--- config.mk ---
export PLATFORM = sky130hd
export DESIGN_NAME = channel_mac_flat
export DESIGN_NICKNAME = d
export VERILOG_FILES = /design/src/rtl/channel_mac_if.sv /design/src/rtl/channel_mac.sv /design/src/flat_wrapper.sv
export SDC_FILE = /design/constraint.sdc
export NUM_CORES = 1
export LEC_CHECK = 0
export BUFFER_PORTS_ARGS = -buffer_cell sky130_fd_sc_hd__buf_2
export CAP_MARGIN = 20
export CORE_MARGIN = 5
export CORE_UTILIZATION = 60
export CTS_BUF_LIST = sky130_fd_sc_hd__clkbuf_4
export CTS_CLUSTER_SIZE = 30
export DETAILED_ROUTE_END_ITERATION = 7
export GPL_ROUTABILITY_DRIVEN = 0
export PLACE_DENSITY = 0.8
export SYNTH_ARGS = -nofsm -noshare
export SYNTH_HDL_FRONTEND = slang
export SYNTH_SLANG_ARGS = --single-unit
--- constraint.sdc ---
create_clock -name clk -period 5.9 [get_ports clk]
set_clock_uncertainty 0.2 [all_clocks]
set_input_delay 0.295 -clock clk [delete_from_list [all_inputs] [get_ports clk]]
set_output_delay 0.295 -clock clk [all_outputs]
set_load 0.1 [all_outputs]
--- src/rtl/channel_mac_if.sv ---
// Bundles the per-channel FIFO read ports, row control and result handshake
// of the channel_mac block; the DUT uses the slave modport.
interface channel_mac_if #(
   parameter int channel_num = 4,
   parameter int val_bits    = 8,
   parameter int vec_bits    = 8,
   parameter int acc_bits    = 24,
   parameter int len_bits    = 8
);
   logic [channel_num-1:0]          start;
   logic [len_bits*channel_num-1:0] row_len;
   logic [val_bits*channel_num-1:0] val_in;
   logic [channel_num-1:0]          val_empty;
   logic [channel_num-1:0]          val_read;
   logic [vec_bits*channel_num-1:0] vec_in;
   logic [channel_num-1:0]          vec_empty;
   logic [channel_num-1:0]          vec_read;
   logic [acc_bits*channel_num-1:0] result;
   logic [channel_num-1:0]          result_valid;
   logic [channel_num-1:0]          result_ready;
   logic [channel_num-1:0]          busy;

   modport slave (
      input  start, row_len, val_in, val_empty, vec_in, vec_empty, result_ready,
      output val_read, vec_read, result, result_valid, busy
   );

   modport master (
      output start, row_len, val_in, val_empty, vec_in, vec_empty, result_ready,
      input  val_read, vec_read, result, result_valid, busy
   );
endinterface

--- src/rtl/channel_mac.sv ---
// Per-channel multiply-accumulate: pops value/vector pairs from standard FIFOs,
// accumulates a row of products and hands the dot product out on valid/ready.
module channel_mac #(
   parameter int channel_num = 4,
   parameter int val_bits    = 8,
   parameter int vec_bits    = 8,
   parameter int acc_bits    = 24,
   parameter int len_bits    = 8
) (
   input logic        clk,
   input logic        rst,
   channel_mac_if.slave bus
);
   localparam int prod_bits = val_bits + vec_bits;

   typedef enum logic [1:0] {IDLE, ACCUM, DRAIN, HOLD} state_t;

   logic [channel_num-1:0]          rd_all;
   logic [channel_num-1:0]          busy_all;
   logic [channel_num-1:0]          valid_all;
   logic [acc_bits*channel_num-1:0] result_all;

   assign bus.val_read     = rd_all;
   assign bus.vec_read     = rd_all;
   assign bus.busy         = busy_all;
   assign bus.result_valid = valid_all;
   assign bus.result       = result_all;

   for (genvar i = 0; i < channel_num; i++) begin : g_ch
      state_t                state;
      state_t                next_state;
      logic [len_bits-1:0]   remaining;
      logic [len_bits-1:0]   len;
      logic [val_bits-1:0]   val;
      logic [vec_bits-1:0]   vec;
      logic [prod_bits-1:0]  prod;
      logic [acc_bits-1:0]   acc;
      logic [acc_bits-1:0]   res;
      logic                  rd_valid;
      logic                  prod_valid;
      logic                  res_valid;
      logic                  rd;
      logic                  load_res;
      logic                  begin_row;

      assign len = bus.row_len[i*len_bits +: len_bits];
      assign val = bus.val_in[i*val_bits +: val_bits];
      assign vec = bus.vec_in[i*vec_bits +: vec_bits];

      assign begin_row = (state == IDLE) && bus.start[i];

      assign rd_all[i]                       = rd;
      assign busy_all[i]                     = (state != IDLE);
      assign valid_all[i]                    = res_valid;
      assign result_all[i*acc_bits +: acc_bits] = res;

      always_ff @(posedge clk) begin
         if (rst) begin
            state <= IDLE;
         end else begin
            state <= next_state;
         end
      end

      // Reads issue only from ACCUM with both FIFOs non-empty; DRAIN releases
      // once the read stage is empty, folding the final product into the result.
      always_comb begin
         next_state = state;
         rd         = 1'b0;
         load_res   = 1'b0;
         case (state)
            IDLE: begin
               if (bus.start[i]) begin
                  next_state = (len == '0) ? HOLD : ACCUM;
               end
            end
            ACCUM: begin
               rd = (remaining != '0) && !bus.val_empty[i] && !bus.vec_empty[i];
               if (rd && (remaining == len_bits'(1))) begin
                  next_state = DRAIN;
               end
            end
            DRAIN: begin
               if (!rd_valid) begin
                  load_res   = 1'b1;
                  next_state = HOLD;
               end
            end
            HOLD: begin
               if (bus.result_ready[i]) begin
                  next_state = IDLE;
               end
            end
            default: next_state = IDLE;
         endcase
      end

      // Two-stage datapath: FIFO dout lands one cycle after the read, the
      // product is registered, then added into the wrapping accumulator.
      always_ff @(posedge clk) begin
         if (rst) begin
            remaining  <= '0;
            prod       <= '0;
            acc        <= '0;
            res        <= '0;
            rd_valid   <= 1'b0;
            prod_valid <= 1'b0;
            res_valid  <= 1'b0;
         end else begin
            rd_valid   <= rd;
            prod_valid <= rd_valid;
            if (rd_valid) begin
               prod <= prod_bits'(val) * prod_bits'(vec);
            end
            if (begin_row) begin
               remaining <= len;
               acc       <= '0;
            end else begin
               if (rd) begin
                  remaining <= remaining - len_bits'(1);
               end
               if (prod_valid) begin
                  acc <= acc + acc_bits'(prod);
               end
            end
            if (load_res) begin
               res       <= prod_valid ? acc + acc_bits'(prod) : acc;
               res_valid <= 1'b1;
            end else if (begin_row && (len == '0)) begin
               res       <= '0;
               res_valid <= 1'b1;
            end else if ((state == HOLD) && bus.result_ready[i]) begin
               res_valid <= 1'b0;
            end
         end
      end
   end
endmodule

--- src/flat_wrapper.sv ---
// flat-port wrapper written by rule: the top's interface ports become plain ports
module channel_mac_flat 
#(
   parameter int channel_num = 4,
   parameter int val_bits    = 8,
   parameter int vec_bits    = 8,
   parameter int acc_bits    = 24,
   parameter int len_bits    = 8
)
  (clk, rst, bus_start, bus_row_len, bus_val_in, bus_val_empty, bus_vec_in, bus_vec_empty, bus_result_ready, bus_val_read, bus_vec_read, bus_result, bus_result_valid, bus_busy);
  channel_mac_if #(.channel_num(channel_num), .val_bits(val_bits), .vec_bits(vec_bits), .acc_bits(acc_bits), .len_bits(len_bits)) bus_i ();
  input logic clk;
  input logic rst;
  input wire logic [$bits(bus_i.start)-1:0] bus_start;
  input wire logic [$bits(bus_i.row_len)-1:0] bus_row_len;
  input wire logic [$bits(bus_i.val_in)-1:0] bus_val_in;
  input wire logic [$bits(bus_i.val_empty)-1:0] bus_val_empty;
  input wire logic [$bits(bus_i.vec_in)-1:0] bus_vec_in;
  input wire logic [$bits(bus_i.vec_empty)-1:0] bus_vec_empty;
  input wire logic [$bits(bus_i.result_ready)-1:0] bus_result_ready;
  output wire logic [$bits(bus_i.val_read)-1:0] bus_val_read;
  output wire logic [$bits(bus_i.vec_read)-1:0] bus_vec_read;
  output wire logic [$bits(bus_i.result)-1:0] bus_result;
  output wire logic [$bits(bus_i.result_valid)-1:0] bus_result_valid;
  output wire logic [$bits(bus_i.busy)-1:0] bus_busy;
  assign bus_i.start = bus_start;
  assign bus_i.row_len = bus_row_len;
  assign bus_i.val_in = bus_val_in;
  assign bus_i.val_empty = bus_val_empty;
  assign bus_i.vec_in = bus_vec_in;
  assign bus_i.vec_empty = bus_vec_empty;
  assign bus_i.result_ready = bus_result_ready;
  assign bus_val_read = bus_i.val_read;
  assign bus_vec_read = bus_i.vec_read;
  assign bus_result = bus_i.result;
  assign bus_result_valid = bus_i.result_valid;
  assign bus_busy = bus_i.busy;
  channel_mac #(.channel_num(channel_num), .val_bits(val_bits), .vec_bits(vec_bits), .acc_bits(acc_bits), .len_bits(len_bits)) u_core (.clk(clk), .rst(rst), .bus(bus_i));
endmodule
==> metrics.md, run 1 <==
| Metric | Value |
|---|---|
| Status | complete, no violations |
| Design area | around 27,000 µm² |
| Post-DP Area | between 20,000 and 25,000 µm² |
| RSZ-0062 raised after global routing | no |
| Sequential element share of the synthesized area | 0.265 |
| Area grow syn2layout | 15.5% |
| Critical path class | in2reg |
| Area contributors post-synth | dfxtp_1, ha_1, fa_1 |
| Final Hold Vio Count | 0 |
| Avg Cell Area, Syn | a little under 9 µm² |
| P per Cell Area | a little under 300 nW/µm² |
| Hold Crit Class | in2reg |
| Finished Layout Cells | roughly 3.6k |
| Post-Syn Instances | between 2k and 3k |
| Die area | around 43,000 µm² |
| Cell taking the most area after synthesis | dfxtp_1 |
| Most used DFF post-synth | dfxtp_1 |
| Count of final setup violators | 0 |
| Fillers | just under 3k |
| Tot Pwr | just under 8 mW |
| Via/cell ratio | between 5 and 6 |
| Detailed-route wire length per cell | 16.1 µm |
| Minimum clock period | approximately 4.3 ns |
| Final Cycle Share | 0.729 |
| Dpl ws | 1.18 ns |
| Worst-Margin Slew | 1.07 ns |
| Iter 0 DRT Violations | roughly 1.1k |
| Vias | around 20k |
| Setup ws final | 1.60 ns |
| Distinct cells, synth | between 70 and 80 |
| Max Cap Viol | 0 |
| Yosys warning count | 0 |
| Synth Cell Area | between 20,000 and 25,000 µm² |
| CTS sink cnt | between 300 and 400 |
| Share of flip-flops with an asynchronous set or reset | 0 |
| WHS | between 0.09 and 0.1 ns |
| Die height | about 210 µm |
| Largest net degree at the start of global routing | 66 |
| Remaining DRCs | 0 |
| DIE WIDTH | 207 µm |
| Grt ovf | 0 |
| CTS tree | done |
| Critical Path Fanout Max | 8 |
| Cts bufs inserted | 83 |
| TNS Setup | 0 ns |
| Vias in the first global route | roughly 20k |
| LEAKAGE | between 10 and 15 nW |
| Gr usage total | 0.265 |
| Flop2flop setup slack | roughly 2.4 ns |
| Num rows | 72 |
| Skew-Pair Late Insertion Delay | between 0.7 and 0.8 ns |
| # IOs | about 230 |
| CTS clk-pin slew, worst paths | approximately 0.06 ns |
| CTS H-tree lvls | 3 |
| Final #Nets | about 3.5k |
| Crit path DAT | 4.67 ns |
| Core box area | around 38,000 µm² |
| Placed Cells | ~3.3k |
| Fmax | between 0.2 and 0.25 GHz |
| CTS max path bufs | 3 |
| PortBufs | approximately 230 |
| Syn Nets | around 3.1k |
| Worst Path Required | approximately 6.3 ns |
| Final Max Tran Viols | 0 |
| Initial antenna violation count | 7 |
| Post-CTS Setup Inserts | 0 |
| Starting density of the core | 0.605 |
| CTS Root Cell | clkbuf_4 |
| Dpl hpwl | 42,700 µm |
| Slew headroom | 0.288 |
| DR pass1 iterations | 5 |
| First-pass GRT wire length | approximately 95,000 µm |
| Post-synth EDFFs | 0 |
| Total routed wirelength | about 57,000 µm |
| Critical Path Source Type | primary input |
| Final core utilization | 0.698 |
| Layout cells sized above 1 | 0.133 |
| FF+latch count, synth | slightly above 300 |
| Peak supply drop | ~0.24 mV |
| Post-DRT Antenna Nets | 0 |
| CP endpoint kind | flop |
| Yosys top cell area share | 0.265 |
## worst max-delay path, stage by stage
cell	delay (ns)
dlygate4sd3_1	0.53
buf_2	0.17
and2_1	0.16
fa_1	0.50
fa_1	0.42
fa_1	0.50
inv_1	0.05
fa_1	0.47
inv_1	0.04
ha_1	0.21
or3_1	0.38
a21oi_1	0.20
nor2_1	0.12
a311oi_1	0.34
xnor2_1	0.10
mux2i_1	0.14
nor2_1	0.05
## layer usage
metal,global-route usage,share of wire,vias to the layer above
met4,0.120,0.038,2
met5,0,0.00021,-
met2,0.460,0.49,636
met3,0.0506,0.060,185
met1,0.321,0.41,9592
li1,-,-,9610
## cells in the mapped netlist (12+ instances only)
library cell  number
a21o_1            33
buf_4             12
and2_1           221
o21bai_1          12
nor3_1            23
clkbuf_1          56
ha_1             240
nand4_1           12
nand2b_1          25
nand2_1          200
inv_1            255
fa_1             148
dfxtp_1          308
nand3_1           28
o21ai_0           77
xnor2_1          102
o21ai_1           30
nor2b_1           42
nor2_1           285
o211ai_1          14
a21oi_1          105
or3_1             15
a211oi_1          71
xor2_1            49
o21a_1            16
a22oi_1           15
mux2i_1           84
## logic make-up after synthesis
group	share of synthesized area
AOI/OAI and AO/OA	0.134
buffers and inverters	0.0574
xor gates and xnor gates	0.0569
muxes	0.0400
and+or+nand+nor	0.190
adders and majority gates	0.256
DFF	0.265
## layout by cell type, fill, tap and decap left out, drive strengths merged, types with 28 or more instances in the layout
cell	instances
dfxtp	308
nor2	285
inv	258
ha	240
buf	234
and2	221
nand2	200
fa	148
clkbuf	117
dlygate4sd3	113
a21oi	111
o21ai	109
xnor2	102
mux2i	84
a211oi	75
xor2	49
nor2b	42
a21o	33
nand3	28
## area by class of cell
type	count	area (µm²)	share of cell area
Multi-Input combinational cell	1995	15800	0.587
Sequential cell	308	6170	0.230
Antenna cell	8	20.0	0.000745
Clock inverter	18	101	0.00377
Clock buffer	117	878	0.0327
Timing Repair Buffer	347	2330	0.0868
Tap cell	518	648	0.0241
Inverter	255	957	0.0356
## registers in the layout, indices dropped and copies added, names as in the netlist
signal,count
u_core.g_ch.prod_valid,4
u_core.g_ch.acc,96
u_core.g_ch.res,96
u_core.g_ch.prod,64
u_core.g_ch.state,8
u_core.g_ch.remaining,32
u_core.g_ch.res_valid,4
u_core.g_ch.rd_valid,4
## path summary, 6_finish.rpt
kind,depth (start not counted),to,startpoint
worst max register to register,5,u_core.g_ch[0].res[9],u_core.g_ch[0].rd_valid
worst max-delay path,17,u_core.g_ch[2].prod[14],bus_val_in[17]
worst min register to register,2,u_core.g_ch[3].res[20],u_core.g_ch[3].res[20]
worst min-delay path,6,u_core.g_ch[1].prod[2],bus_vec_in[9]
## where the power goes
group,internal [mW],total (mW),switching [mW]
sequential,2.21,2.35,0.140
combinational,1.44,3.58,2.14
clock,0.948,1.83,0.879
total,4.60,7.76,3.16
## timing repair
item                                   4_1_cts  5_1_grt
hold buffers                               113        0
endpoints found under the hold margin       91        0
resized for setup                            0        0
Note: power is estimated with default switching activity, not from simulation.
==> run 2, diff against run 1 <==
--- a/config.mk
+++ b/config.mk
@@ -5,15 +5,16 @@
 export SDC_FILE = /design/constraint.sdc
 export NUM_CORES = 1
 export LEC_CHECK = 0
+export ABC_AREA = 1
 export BUFFER_PORTS_ARGS = -buffer_cell sky130_fd_sc_hd__buf_2
 export CAP_MARGIN = 20
 export CORE_MARGIN = 5
-export CORE_UTILIZATION = 60
+export CORE_UTILIZATION = 57
 export CTS_BUF_LIST = sky130_fd_sc_hd__clkbuf_4
 export CTS_CLUSTER_SIZE = 30
 export DETAILED_ROUTE_END_ITERATION = 7
 export GPL_ROUTABILITY_DRIVEN = 0
-export PLACE_DENSITY = 0.8
+export PLACE_DENSITY = 0.79
 export SYNTH_ARGS = -nofsm -noshare
 export SYNTH_HDL_FRONTEND = slang
 export SYNTH_SLANG_ARGS = --single-unit
==> constraint.sdc (replaced) <==
create_clock -name clk -period 3.5 [get_ports clk]
set_clock_uncertainty 0.2 [all_clocks]
set_input_delay 0.175 -clock clk [delete_from_list [all_inputs] [get_ports clk]]
set_output_delay 0.175 -clock clk [all_outputs]
set_load 0.1 [all_outputs]
==> run 2 against run 1 <==
The flow now finishes with violations (negative setup slack); clock power grew 96%; die area grew 19%; via count grew 36%; clock-buffer cell count shrank 1; final cell count grew 44%; global-route usage grew 3.4 points; final area grew 23%; utilization grew 1.4 points; critical path depth grew 3.
==> metrics.md, run 2 <==
| Metric | Value |
|---|---|
| CP max stage cell | dlygate4sd3_1 |
| Dpl hpwl | 53,800 µm (+26%) |
| Num rows | 79 (+9.7%) |
| Status | finished with violations |
| Failing checks | negative setup slack |
| Hold Crit Class | in2reg |
| Die height | 226 µm (+9.1%) |
| Worst-Margin Slew | 1.03 ns (-0.0324 ns) |
| Switching Share | 0.439 (+0.0316) |
| WHS | 0.0669 ns (-0.0268 ns) |
| Final Hold Vio Count | 0 (unchanged) |
| Post-DRT Antenna Nets | 0 (unchanged) |
| Post-Syn Instances | 3,952 (+49%) |
| Crit path DAT | 4.07 ns (-0.60 ns) |
| Iter 0 DRT Violations | 2,124 (+95%) |
| Flop2flop setup slack | 0.08 ns (-2.34 ns) |
| Max Cap Viol | 0 (unchanged) |
| CTS H-tree lvls | 3 (unchanged) |
| P per Cell Area | 513 nW/µm² (+78%) |
| Vias in the first global route | 26.7k (+31%) |
| Fillers | 3,608 (+21%) |
| CP Cell Sequence | dlygate4sd3_1 -> buf_2 -> buf_4 -> nand2_1 -> inv_1 -> ha_1 -> ha_1 -> dlygate4sd3_1 -> ha_1 -> ha_1 -> inv_1 -> fa_1 -> inv_1 -> nand3_1 -> nand2_2 -> a21oi_2 -> buf_4 -> xnor2_1 -> o21ai_1 -> inv_1 |
| Yosys warning count | 0 (unchanged) |
| Worst Path Required | 4.04 ns (-2.23 ns) |
| # IOs | 226 (unchanged) |
| Syn Nets | 4,454 (+42%) |
| Distinct cells, synth | 49 (-36%) |
| Area grow syn2layout | 24.2% |
| Worst stage delay on the critical path | 0.55 ns (+0.02 ns) |
| Remaining DRCs | 0 (unchanged) |
| Final Cycle Share | 1.01 |
| Pint | 9.50 mW (+110%) |
| CP endpoint kind | flop |
| Vias | 27.3k (+36%) |
| Starting density of the core | 0.574 (-0.0311) |
| Dpl ws | -0.428 ns (-1.60 ns) |
| Minimum clock period | about 3.5 ns |
| Cts bufs inserted | 86 (+3.6%) |
| Yosys top cell area share | 0.232 (-0.0327) |
| Cell taking the most area after synthesis | dfxtp_1 |
| Skew-Pair Late Insertion Delay | 0.85 ns (+0.11 ns) |
| CP startpoint | bus_vec_in[0] |
| CTS Root Cell | clkbuf_4 |
| Post-synth EDFFs | 0 (unchanged) |
| Most common cell after layout, fill and taps aside | nand2_1 |
| Total routed wirelength | 79,200 µm (+38%) |
| Gr usage total | 0.299 (+0.0337) |
| Switching Power | 7.43 mW (+140%) |
| Final Max Tran Viols | 0 (unchanged) |
| Commonest cells post-synth | nand2_1, inv_1, nor2_1 |
| Avg Cell Area, Syn | 6.71 µm² (-24%) |
| Critical path class | in2reg |
| First-pass GRT wire length | 127,000 µm (+34%) |
| Sequential element share of the synthesized area | 0.232 (-0.0327) |
| Commonest non-fill, non-tap cells in the layout | nand2_1, inv_1, dfxtp_1, nor2_1, ha_1 |
| Slew headroom | 0.310 (+0.0226) |
| Fmax | 0.283 GHz |
| FF+latch count, synth | 308 (unchanged) |
| Synth Cell Area | 26,500 µm² (+14%) |
| Share of flip-flops with an asynchronous set or reset | 0 (unchanged) |
| Top flop regs | u_core.g_ch.acc: 96 flops, u_core.g_ch.res: 96 flops, u_core.g_ch.prod: 64 flops |
| Layout cells sized above 1 | 0.184 (+0.0510) |
| Final #Nets | 4,976 (+42%) |
| Critical Path Fanout Max | 5 (-3) |
| Die area | 51,000 µm² (+19%) |
| Cell with the most instances after synthesis | nand2_1 |
| Largest net degree at the start of global routing | 86 (+30%) |
| Part of the power in registers | 0.233 (-0.070) |
| Setup ws final | -0.0289 ns (-1.63 ns) |
| Clock power share | 0.212 (-0.023) |
| CTS sink cnt | 308 (unchanged) |
| Critical Path Source Type | primary input |
| Peak supply drop | 0.629 mV (+160%) |
| Area contributors post-synth | dfxtp_1, nand2_1, ha_1 |
| DIE WIDTH | 226 µm (+9.1%) |
| CTS max path bufs | 3 (unchanged) |
| CTS tree | done |
| Initial antenna violation count | 10 (+3) |
| Count of final setup violators | 1 (+1) |
| LEAKAGE | 17.7 nW (+44%) |
| RR Endpoint | u_core.g_ch[1].remaining[3] |
| Crit path depth | 20 (+3) |
| Via/cell ratio | 5.30 (-5.6%) |
| Combinational cell fraction of total power | 0.554 (+0.092) |
| DR pass1 iterations | 6 (+1) |
| Grt ovf | 0 (unchanged) |
| Crit path capture | u_core.g_ch[0].prod[11] |
| CTS clk-pin slew, worst paths | 0.08 ns (+0.02 ns) |
| Register-to-Register Path Depth | 9 (+4) |
| PortBufs | 225 (unchanged) |
| Worst Path Buf+Inv | 9 (+5) |
| Detailed-route wire length per cell | 15.4 µm (-4.5%) |
| Top delay family on crit path | buffers and inverters |
| Crit Reg-Reg Startpoint | u_core.g_ch[1].state[0] |
| Most used DFF post-synth | dfxtp_1 |
| Core box area | 46,300 µm² (+20%) |
==> run 2: cell types whose count changed after synthesis, moves of 68 or more <==
cell	before	now
a211oi_1	71	3
a21oi_1	105	241
and2_1	221	5
inv_1	255	727
mux2i_1	84	4
nand2_1	200	1058
nand3_1	28	222
xnor2_1	102	32
==> run 2: layer usage <==
layer / wire length, µm / track usage
met5: 44 / 0
met4: 3500 / 0.121
met3: 6090 / 0.0559
met2: 37700 / 0.517
met1: 31900 / 0.369
==> run 2: power by group through the flow <==
stage	registers [mW]	clock network, mW	logic [mW]
after floorplan	3.98	0	5.91
after global placement	3.99	0	7.97
after detailed placement	3.99	0	8.11
after CTS	3.92	3.66	8.54
after global routing	3.97	3.86	10.2
final	3.95	3.59	9.38
==> run 2: per-stage QoR <==
stage | area, µm² | TNS [ns] | utilization | cells | power (mW)
after floorplan | 27500 | -3.29 | - | 3952 | 9.89
after global placement | 29600 | -10.82 | 0.641 | 4816 | 12.0
after detailed placement | 29600 | -12.94 | 0.641 | 4816 | 12.1
after CTS | 32600 | 0 | 0.704 | 5144 | 16.1
after global routing | 33000 | -0.129 | 0.712 | 5149 | 18.1
final | 33000 | -0.0289 | 0.712 | 5151 | 16.9
==> run 2: area by class of cell <==
cell class / instances / area (µm²) / share of cell area
Antenna cell: 6 / 15.0 / 0.000456
Clock buffer: 116 / 871 / 0.0264
Clock inverter: 36 / 297 / 0.00900
Inverter: 743 / 2790 / 0.0846
Multi-Input combinational cell: 2743 / 17600 / 0.535
Sequential cell: 308 / 6170 / 0.187
Tap cell: 607 / 759 / 0.0230
Timing Repair Buffer: 592 / 4410 / 0.134
==> run 2: what timing repair did <==
| item | 4_1_cts | 5_1_grt |
|---|---|---|
| setup endpoints to repair | 0 | 40 |
| endpoints found under the hold margin | 260 | 0 |
| gates resized for setup | 0 | 91 |
| hold buffers | 176 | 0 |
| buffers inserted | 0 | 6 |
==> run 2: cells by family after synthesis <==
logic type	share of synthesized area
multiplexers	0.00151
adder cells (fa/ha/maj)	0.225
flip-flops	0.232
AO/OA/AOI/OAI	0.0995
XOR/XNOR	0.0221
buffers and inverters	0.131
AND/OR/NAND/NOR	0.289
==> run 2: worst min path at each step <==
| stage | depth (start not counted) | slack [ns] | end | startpoint |
|---|---|---|---|---|
| 3_5_place_dp | 2 | 0.16 | u_core.g_ch[3].remaining[1] | rst |
| 3_3_place_gp | 2 | 0.16 | u_core.g_ch[3].remaining[1] | rst |
| 4_1_cts | 9 | 0.004 | u_core.g_ch[2].prod[15] | bus_vec_in[23] |
| 2_1_floorplan | 2 | 0.14 | u_core.g_ch[0].remaining[3] | bus_row_len[3] |
| 5_1_grt | 5 | 0.09 | u_core.g_ch[1].rd_valid | bus_val_empty[1] |
| 6_report | 8 | 0.07 | u_core.g_ch[1].prod[1] | bus_val_in[8] |
==> run 2: worst register-to-register path, delay by kind of cell, from the launching register on <==
family	cells	cell delay, ns
AOI/OAI and AO/OA	2	0.27
adders and majority gates	1	0.27
buffers and inverters	4	1.87
DFF	1	0.44
and+or+nand+nor	2	0.25
==> run 3, diff against run 2 <==
==> constraint.sdc (replaced) <==
create_clock -name clk -period 3.5 [get_ports clk]
set_clock_uncertainty 0.2 [all_clocks]
set_input_delay 0.175 -clock clk [delete_from_list [all_inputs] [get_ports clk]]
set_output_delay 0.175 -clock clk [all_outputs]
set_load 0.005 [all_outputs]
==> run 3 against run 2 <==
The run still ends with negative setup slack left; clock power is essentially flat; utilization barely moved; combinational power fell by 5.1%; first-iteration DRC count increased by 0.42%; sequential power about the same; final cell count did not move; setup slack better by 0.016 ns; die area unchanged; non-clock buffer count did not move; clock-buffer cell count unchanged; global-route usage stayed put; maximum frequency rose by 0.46%; critical path type unchanged; highest routed layer unchanged.
==> metrics.md, run 3 (synthesis gave the netlist of run 2 again) <==
| Metric | Value |
|---|---|
| Status | finished with violations |
| Failing checks | negative setup slack |
| Setup ws final | -0.0127 ns (+0.0162 ns) |
| WHS | 0.0660 ns (-0.000900 ns) |
| Crit path DAT | 4.05 ns (-0.02 ns) |
| CTS max path bufs | 3 (unchanged) |
| Pint | 9.50 mW (about the same) |
| P per Cell Area | 499 nW/µm² (-2.8%) |
| Via/cell ratio | 5.29 (-0.21%) |
| Minimum clock period | 3.51 ns (-0.0162 ns) |
| Switching Power | 6.94 mW (-6.5%) |
| Area occupied by registers | 6170 µm² (unchanged) |
| Starting density of the core | 0.574 (unchanged) |
| CP endpoint kind | flop |
| Largest net degree at the start of global routing | 86 (unchanged) |
| First-pass GRT wire length | 127,000 µm (unchanged) |
| LEAKAGE | 17.7 nW (about the same) |
| Cts bufs inserted | 86 (unchanged) |
| CTS Root Cell | clkbuf_4 |
| Initial antenna violation count | 10 (unchanged) |
| Vias | 27.3k (-0.21%) |
| Combinational cell fraction of total power | 0.541 (-0.013) |
| Hold path endpoint | u_core.g_ch[1].prod[1] |
| Most common cell after layout, fill and taps aside | nand2_1 |
| Hold Crit Class | in2reg |
| # IOs | 226 (unchanged) |
| Layout cells sized above 1 | 0.184 (unchanged) |
| Detailed-route wire length per cell | 15.4 µm (-0.19%) |
| Remaining DRCs | 0 (unchanged) |
| Critical Path Source Type | primary input |
| Max Cap Viol | 0 (unchanged) |
| Vias in the first global route | 26.7k (unchanged) |
| Worst-Margin Slew | 1.02 ns (-0.00955 ns) |
| Area grow syn2layout | 24.2% (about the same) |
| Flop2flop setup slack | 0.08 ns (about the same) |
| Total routed wirelength | 79,100 µm (-0.19%) |
| CTS H-tree lvls | 3 (unchanged) |
| Area of the multi-input gates | 17,600 µm² (unchanged) |
| CTS sink cnt | 308 (unchanged) |
| Dpl hpwl | 53,800 µm (unchanged) |
| Slew headroom | 0.317 (+0.00637) |
| Final core utilization | 0.712 (about the same) |
| DR pass1 iterations | 6 (unchanged) |
| Die height | 226 µm (unchanged) |
| CTS clk-pin slew, worst paths | 0.08 ns (about the same) |
| Peak supply drop | 0.436 mV (-31%) |
| Post-DRT Antenna Nets | 0 (unchanged) |
| Num rows | 79 (unchanged) |
| Core box area | 46,300 µm² (unchanged) |
| RR Endpoint | u_core.g_ch[1].remaining[3] |
| Worst Path Required | 4.04 ns (about the same) |
| Fmax | 0.285 GHz (+0.46%) |
| Final Cycle Share | 1.00 (-0.00463) |
| Switching Share | 0.422 (-0.0164) |
| Die area | 51,000 µm² (unchanged) |
| Final Hold Vio Count | 0 (unchanged) |
| CP startpoint | bus_vec_in[0] |
| Hold path depth | 8 (unchanged) |
| Critical path class | in2reg |
| Hold path startpoint | bus_val_in[8] |
| Count of final setup violators | 1 (unchanged) |
| Skew-Pair Late Insertion Delay | 0.85 ns (about the same) |
| Register-to-Register Path Depth | 9 (unchanged) |
| Clock power share | 0.219 (+0.007) |
| PortBufs | 225 (unchanged) |
| Gr usage total | 0.299 (unchanged) |
| CTS tree | done |
| Commonest non-fill, non-tap cells in the layout | nand2_1, inv_1, dfxtp_1, nor2_1, ha_1 |
| Iter 0 DRT Violations | 2,133 (+0.42%) |
| DIE WIDTH | 226 µm (unchanged) |
| Final Max Tran Viols | 0 (unchanged) |
| Top flop regs | u_core.g_ch.acc: 96 flops, u_core.g_ch.res: 96 flops, u_core.g_ch.prod: 64 flops |
| Grt ovf | 0 (unchanged) |
| Crit Reg-Reg Startpoint | u_core.g_ch[1].state[0] |
| Critical Path Fanout Max | 5 (unchanged) |
| Part of the power in registers | 0.240 (+0.007) |
| Fillers | 3,612 (+0.11%) |
| Final #Nets | 4,976 (unchanged) |
## run 3: cell types whose count changed in the layout (fill, tap and decap cells not counted), sizes merged
| cell | before | now |
|---|---|---|
| clkbuf | 119 | 117 |
| buf | 413 | 415 |
## run 3: stage by stage
step / cell area, µm² / instances / worst slack (ns) / total power [mW] / TNS (ns)
6_report: 33000 / 5151 / -0.0127 / 16.4 / -0.0127
4_1_cts: 32600 / 5144 / 0.0405 / 15.6 / 0
5_1_grt: 32900 / 5149 / -0.0867 / 17.6 / -0.127
2_1_floorplan: 27500 / 3952 / -0.198 / 9.41 / -3.29
3_5_place_dp: 29600 / 4816 / -0.428 / 11.6 / -12.94
3_3_place_gp: 29600 / 4816 / -0.375 / 11.5 / -10.82
## run 3: power groups by stage
| stage | logic [mW] | clock network (mW) | registers (mW) |
|---|---|---|---|
| after CTS | 8.06 | 3.66 | 3.92 |
| after global placement | 7.49 | 0 | 3.99 |
| after global routing | 9.76 | 3.87 | 3.97 |
| after detailed placement | 7.64 | 0 | 3.99 |
| after floorplan | 5.48 | 0 | 3.93 |
| final | 8.90 | 3.60 | 3.95 |
## run 3: cell type report
| type | count | share of cell area |
|---|---|---|
| flip-flops and latches | 308 | 0.187 |
| diodes | 6 | 0.000456 |
| inverters | 743 | 0.0846 |
| clock buffers | 116 | 0.0264 |
| well taps | 607 | 0.0230 |
| repair buffers | 592 | 0.134 |
| multi-input cells | 2743 | 0.536 |
| clock inverters | 36 | 0.00900 |
## run 3: per-layer routing
metal,global-route usage,wire length (µm),part of all wire
met4,0.121,3570,0.045
met5,0,44,0.00056
met1,0.369,31600,0.40
met3,0.0559,6170,0.078
met2,0.517,37700,0.48
## run 3: worst max path at each step
stage / endpoint / slack (ns) / depth (start not counted)
floorplan: u_core.g_ch[1].prod[14] / -0.20 / 19
global placement: u_core.g_ch[0].prod[11] / -0.38 / 18
detailed placement: u_core.g_ch[0].prod[14] / -0.43 / 18
CTS: u_core.g_ch[1].prod[14] / 0.04 / 19
global route: u_core.g_ch[0].prod[11] / -0.09 / 20
finish: u_core.g_ch[0].prod[11] / -0.01 / 20
## run 3: critical path, cell delays in order
cell and delay, ns:
dlygate4sd3_1 0.53, buf_2 0.17, buf_4 0.16, nand2_1 0.07, inv_1 0.05, ha_1 0.29
ha_1 0.28, dlygate4sd3_1 0.55, ha_1 0.14, ha_1 0.18, inv_1 0.09, fa_1 0.47
inv_1 0.10, nand3_1 0.09, nand2_2 0.10, a21oi_2 0.08, buf_4 0.14, xnor2_1 0.14
o21ai_1 0.18, inv_1 0.08
## run 3: timing repair
action | CTS | global route
buffers inserted | 0 | 6
hold endpoints to repair | 260 | 0
resized for setup | 0 | 89
endpoints found under the setup margin | 0 | 38
hold buffers | 176 | 0
